`config.mk`:
```
export PLATFORM = sky130hd
export DESIGN_NAME = scoreboard
export DESIGN_NICKNAME = d
export VERILOG_FILES = /design/src/rtl/OoO_pkg.sv /design/src/rtl/scoreboard.sv
export SDC_FILE = /design/constraint.sdc
export NUM_CORES = 2
export LEC_CHECK = 0
export BUFFER_PORTS_ARGS = -buffer_cell sky130_fd_sc_hd__buf_2
export CORE_ASPECT_RATIO = 0.6
export CORE_MARGIN = 2
export CORE_UTILIZATION = 42
export CTS_BUF_LIST = sky130_fd_sc_hd__clkbuf_8
export DETAILED_ROUTE_END_ITERATION = 8
export HOLD_SLACK_MARGIN = 0.12
export SYNTH_ARGS = -nofsm -noshare
export SYNTH_HDL_FRONTEND = slang
export SYNTH_SLANG_ARGS = --single-unit
export TNS_END_PERCENT = 50
```
`constraint.sdc`:
```
create_clock -name clk_i -period 3.9 [get_ports clk_i]
set_input_delay 0.78 -clock clk_i [delete_from_list [all_inputs] [get_ports clk_i]]
set_output_delay 0.78 -clock clk_i [all_outputs]
set_load 0.02 [all_outputs]
```
`src/rtl/OoO_pkg.sv`:
```
// OoO_pkg: shared core types plus the scoreboard entry format and default sizing.
package OoO_pkg;
  localparam int SB_ENTRIES  = 8;
  localparam int SB_WB_PORTS = 2;
  typedef struct packed {
    logic        valid;
    logic [31:0] pc;
    logic [4:0]  rs1;
    logic [4:0]  rs2;
    logic [4:0]  rd;
    logic [31:0] result;
  } decoder_t;
  typedef struct packed {
    logic     issued;
    logic     done;
    decoder_t sbe;
  } sb_entry_t;
endpackage

```
`src/rtl/scoreboard.sv`:
```
// scoreboard: in-order retirement buffer tagging issued instructions and collecting results by id.
module scoreboard
  import OoO_pkg::*;
#(
  parameter int NR_ENTRIES  = SB_ENTRIES,
  parameter int NR_WB_PORTS = SB_WB_PORTS,
  localparam int IdW        = $clog2(NR_ENTRIES)
) (
  input  logic                              clk_i,
  input  logic                              rst_ni,
  input  logic                              flush_i,
  input  decoder_t                          issue_instr_i,
  input  logic                              issue_valid_i,
  output logic                              issue_ready_o,
  output logic [IdW-1:0]                    issue_id_o,
  input  logic [NR_WB_PORTS-1:0]            wb_valid_i,
  input  logic [NR_WB_PORTS-1:0][IdW-1:0]   wb_id_i,
  input  logic [NR_WB_PORTS-1:0][31:0]      wb_result_i,
  output decoder_t                          commit_instr_o,
  input  logic                              commit_ack_i
);
  sb_entry_t      r_mem [NR_ENTRIES];
  logic [IdW-1:0] r_head, r_tail;
  logic [IdW:0]   r_count;
  sb_entry_t      w_mem [NR_ENTRIES];
  logic [IdW-1:0] w_head, w_tail;
  logic [IdW:0]   w_count;
  logic           w_head_vld, w_issue, w_retire;
  assign w_head_vld    = r_mem[r_head].issued & r_mem[r_head].done;
  assign issue_ready_o = r_count != (IdW+1)'(NR_ENTRIES);
  assign issue_id_o    = r_tail;
  assign w_issue       = issue_valid_i & issue_ready_o;
  assign w_retire      = commit_ack_i & w_head_vld;
  always_comb begin
    commit_instr_o       = r_mem[r_head].sbe;
    commit_instr_o.valid = w_head_vld;
  end
  always_comb begin
    w_mem   = r_mem;
    w_head  = r_head + IdW'(w_retire);
    w_tail  = r_tail + IdW'(w_issue);
    w_count = r_count + (IdW+1)'(w_issue) - (IdW+1)'(w_retire);
    // walk ports high to low so the lowest index lands last and wins
    for (int p = NR_WB_PORTS - 1; p >= 0; p--) begin
      if (wb_valid_i[p] && r_mem[wb_id_i[p]].issued) begin
        w_mem[wb_id_i[p]].sbe.result = wb_result_i[p];
        w_mem[wb_id_i[p]].done       = 1'b1;
      end
    end
    if (w_retire) begin
      w_mem[r_head].issued = 1'b0;
      w_mem[r_head].done   = 1'b0;
    end
    if (w_issue) w_mem[r_tail] = '{issued: 1'b1, done: 1'b0, sbe: issue_instr_i};
    if (flush_i) begin
      for (int i = 0; i < NR_ENTRIES; i++) begin
        w_mem[i].issued = 1'b0;
        w_mem[i].done   = 1'b0;
      end
      w_head  = '0;
      w_tail  = '0;
      w_count = '0;
    end
  end
  always_ff @(posedge clk_i or negedge rst_ni) begin
    if (!rst_ni) begin
      r_mem   <= '{default: '0};
      r_head  <= '0;
      r_tail  <= '0;
      r_count <= '0;
    end else begin
      r_mem   <= w_mem;
      r_head  <= w_head;
      r_tail  <= w_tail;
      r_count <= w_count;
    end
  end
endmodule

```
==> key figures <==
Clock tree
  • CTS tree: done
  • TritonCTS Buffers: 105
  • CTS root buffer: clkbuf_8
  • Max clock buf depth: 3
  • Clock latency on the worst-skew pair: 760 ps
  • Sink Count: 658
  • CTS H-tree depth: 3
  • Clock-pin slew on the worst setup and hold paths: 70 ps

Synthesis
  • Flops & latches, synth: 658
  • Post-Syn Nets: 3684
  • Synth Flop Type: dfrtp_1
  • Distinct cells, synth: 58
  • Syn. warnings: 0
  • Post-synth ARST share: 1.000
  • Post-synthesis instance area: 0.03513 sq mm
  • Synth Instances: 3517
  • Avg Inst Size Synth: 9.989 sq um
  • Number of flops mapped to enable cells by yosys: 0
  • Post-synthesis sequential area ratio: 0.4687

Worst hold path
  • Hold Path Class: input port to register
  • Worst Hold Depth: 3
  • Hold path start: issue_instr_i[37]

GRT
  • Largest net degree at the start of global routing: 92
  • Met2 usage in global routing: 0.4162
  • First-pass GRT wire length: 190.6 mm
  • Met3 GRT Util: 0.07192
  • Met1 usage: 0.4460
  • Initial antenna violation count: 29
  • Total GRT Usage: 0.2943
  • Global routing's busiest layer: met1
  • Vias in the first global route: 28551
  • Total gr overflow: 0

Route
  • 1st-iter DRT viols: 3197
  • Vias per inst: 5.986
  • Post-DRT Antenna Nets: 0
  • TritonRoute pass-1 iters: 6
  • Overall routed net length: 127.3 mm
  • Via Count: 28882
  • Post-route DRC: 0
  • WL/cell: 26.39 um

Power and ir drop
  • Final Power: 22.13 mW
  • Leak: 21.95 nW
  • Sequential power share: 0.441
  • Switching share of power: 0.3322
  • P_sw: 7.351 mW
  • Maximum vdd drop: 0.2428 mV
  • Power Internal: 14.77 mW
  • Clk pwr share: 0.277
  • Combinational power share: 0.282
  • PwrDens: 556.2 mW/mm^2

Worst setup path
  • CP Max Fanout: 21
  • CP startpoint: r_head[1]$_DFF_PN0_
  • CP Data Required Time: 3120 ps
  • Worst setup SP type: register
  • CP endpoint kind: output port
  • Reg2Reg Launch Point: r_head[2]$_DFF_PN0_
  • CP Class: register to output port
  • Reg2Reg Depth: 11
  • Worst EP arrival: 3120 ps

Place
  • Cell Area, Placed: 0.03755 sq mm
  • DP Worst Slack: 596.0 ps
  • I/O Buffers: 239
  • Hpwl dp: 74.13 mm
  • Gpl congestion: 0.8158

Timing
  • Slew margin rel.: 0.1440
  • Final setup viols: 1
  • Pins Over Slew Limit: 0
  • Worst slew pin tran: 1284 ps
  • Final worst-path cycle share: 1.001
  • RSZ-0062 raised after global routing: yes
  • Final setup margin: -4.462 ps
  • Clk_skew: 39.36 ps
  • Hold Vio Cnt, Final: 0
  • Clock period minus worst slack: 3904 ps
  • Fmax: 256.1 MHz

Finish
  • Fillers: 7720
  • Layout overhead on the synthesized area: 13.24%
  • Final core utilization: 0.4781
  • Most frequent cells in the layout: 678 x nand2_1, 655 x dfrtp_1, 306 x nor2_1
  • Most common cell after layout, fill and taps aside: nand2_1
  • Finished Cell Area: 0.03978 sq mm
  • Layout cells sized above 1: 0.2290
  • Fin nets: 3766

Floorplanning
  • I/O Pins: 241
  • Standard-cell rows: 82
  • Starting Density: 0.4222
  • Die X: 377.4 um
  • Die height: 228.0 um
  • Core Box Area: 0.08321 sq mm
  • Die area: 0.08605 sq mm

Run
  • Maxcap violations: 0

Outcome
  • Status: complete, but fails checks
  • Failing checks: setup timing
cells in the mapped netlist (3+ instances only):
library cell	count	area, sq um
a211oi_1	263	1974
a21o_1	257	1929
a21oi_1	24	120.1
a221o_1	17	170.2
a221oi_1	69	604.3
a222oi_1	15	150.1
a22o_1	6	52.55
a22oi_1	56	420.4
a311oi_1	6	52.55
a32oi_1	3	26.28
and2_1	4	25.02
and3_1	5	31.28
buf_1	54	202.7
buf_2	115	575.6
buf_4	27	202.7
clkbuf_1	166	623.1
clkbuf_2	28	140.1
dfrtp_1	658	16470
ha_1	9	112.6
inv_1	9	33.78
mux2_2	243	2736
mux2i_1	296	2963
mux4_2	31	698.2
nand2_1	678	2545
nand3_1	9	45.04
nand3_2	4	40.04
nor2_1	314	1179
nor2_2	3	18.77
nor2b_1	15	93.84
nor3_1	3	15.01
nor3_2	4	40.04
o21ai_0	64	320.3
o21ai_1	4	20.02
o221ai_1	4	35.03
o22ai_1	18	112.6
or2_1	3	18.77
or3_1	4	25.02
xnor2_1	3	26.28
sequential cells by signal, indices dropped and copies added, names as in the netlist:
register,cells
issue_id_o,3
r_count,4
r_head,3
r_mem,648
power by group through the flow:
stage	clock network [mW]	registers (mW)	logic, mW
final	6.13	9.75	6.24
after global routing	6.54	9.95	6.89
after CTS	6.22	9.70	6.25
after detailed placement	0	9.79	6.21
after global placement	0	9.78	6.10
after floorplan	0	9.50	4.52
metrics by stage:
step | TNS [ps] | hold slack [ps] | std cells
2_1_floorplan | 0 | 440.1 | 3517
6_report | -4.462 | 317.3 | 4825
4_1_cts | 0 | 256.5 | 4809
3_3_place_gp | 0 | 452.6 | 4622
5_1_grt | -23.15 | 292.7 | 4819
3_5_place_dp | 0 | 456.5 | 4622
layer usage:
metal	up-vias	share of wire	wire (um)
li1	12649	-	-
met1	14529	0.45	57860
met2	1458	0.42	53710
met3	220	0.10	12850
met4	26	0.022	2763
met5	-	0.0013	161
kinds of logic (layout without fill, tap and decap cells):
group | Yosys count | in the layout | share of synthesized area
multiplexers | 570 | 570 | 0.1821
buffers and inverters | 400 | 560 | 0.05072
AO/OA/AOI/OAI | 815 | 815 | 0.1731
other | 0 | 14 | 0
flip-flops | 658 | 658 | 0.4687
AND/OR/NAND/NOR | 1060 | 1060 | 0.1206
XOR/XNOR | 4 | 4 | 0.0009974
adder cells (fa/ha/maj) | 10 | 10 | 0.003775
final cells by class:
type | count | area [sq um] | area share
Antenna cell | 14 | 35.03 | 0.0008806
Clock buffer | 136 | 1872 | 0.04705
Clock inverter | 49 | 240.2 | 0.006039
Inverter | 10 | 38.79 | 0.0009750
Multi-Input combinational cell | 2459 | 17120 | 0.4304
Sequential cell | 658 | 16480 | 0.4142
Tap cell | 1134 | 1419 | 0.03567
Timing Repair Buffer | 365 | 2580 | 0.06485
timing repair:
action,4_1_cts,5_1_grt
hold buffers,1,0
endpoints found under the setup margin,47,14
pin swaps,1,1
hold endpoints to repair,13,0
buffers inserted,1,2
gates cloned,0,0
resized for setup,8,3
critical path: stages (launching register included):
cell and delay (ps):
dfrtp_4 620, inv_2 130, buf_4 500, nor3_2 110, a222oi_1 480, o21ai_0 290, buf_2 230
worst paths after layout:
kind | end | slack, ps
worst max-delay path | commit_instr_o[15] | -4
worst min-delay path | r_mem[611]$_DFFE_PN0P_ | 320
worst max register to register | r_count[2]$_DFF_PN0_ | 700
worst min register to register | r_mem[233]$_DFFE_PN0P_ | 470
max in group asynchronous | r_mem[57]$_DFFE_PN0P_ | 2010
min in group asynchronous | r_mem[10]$_DFF_PN0_ | 610
Power figures use the tool's default switching activity.
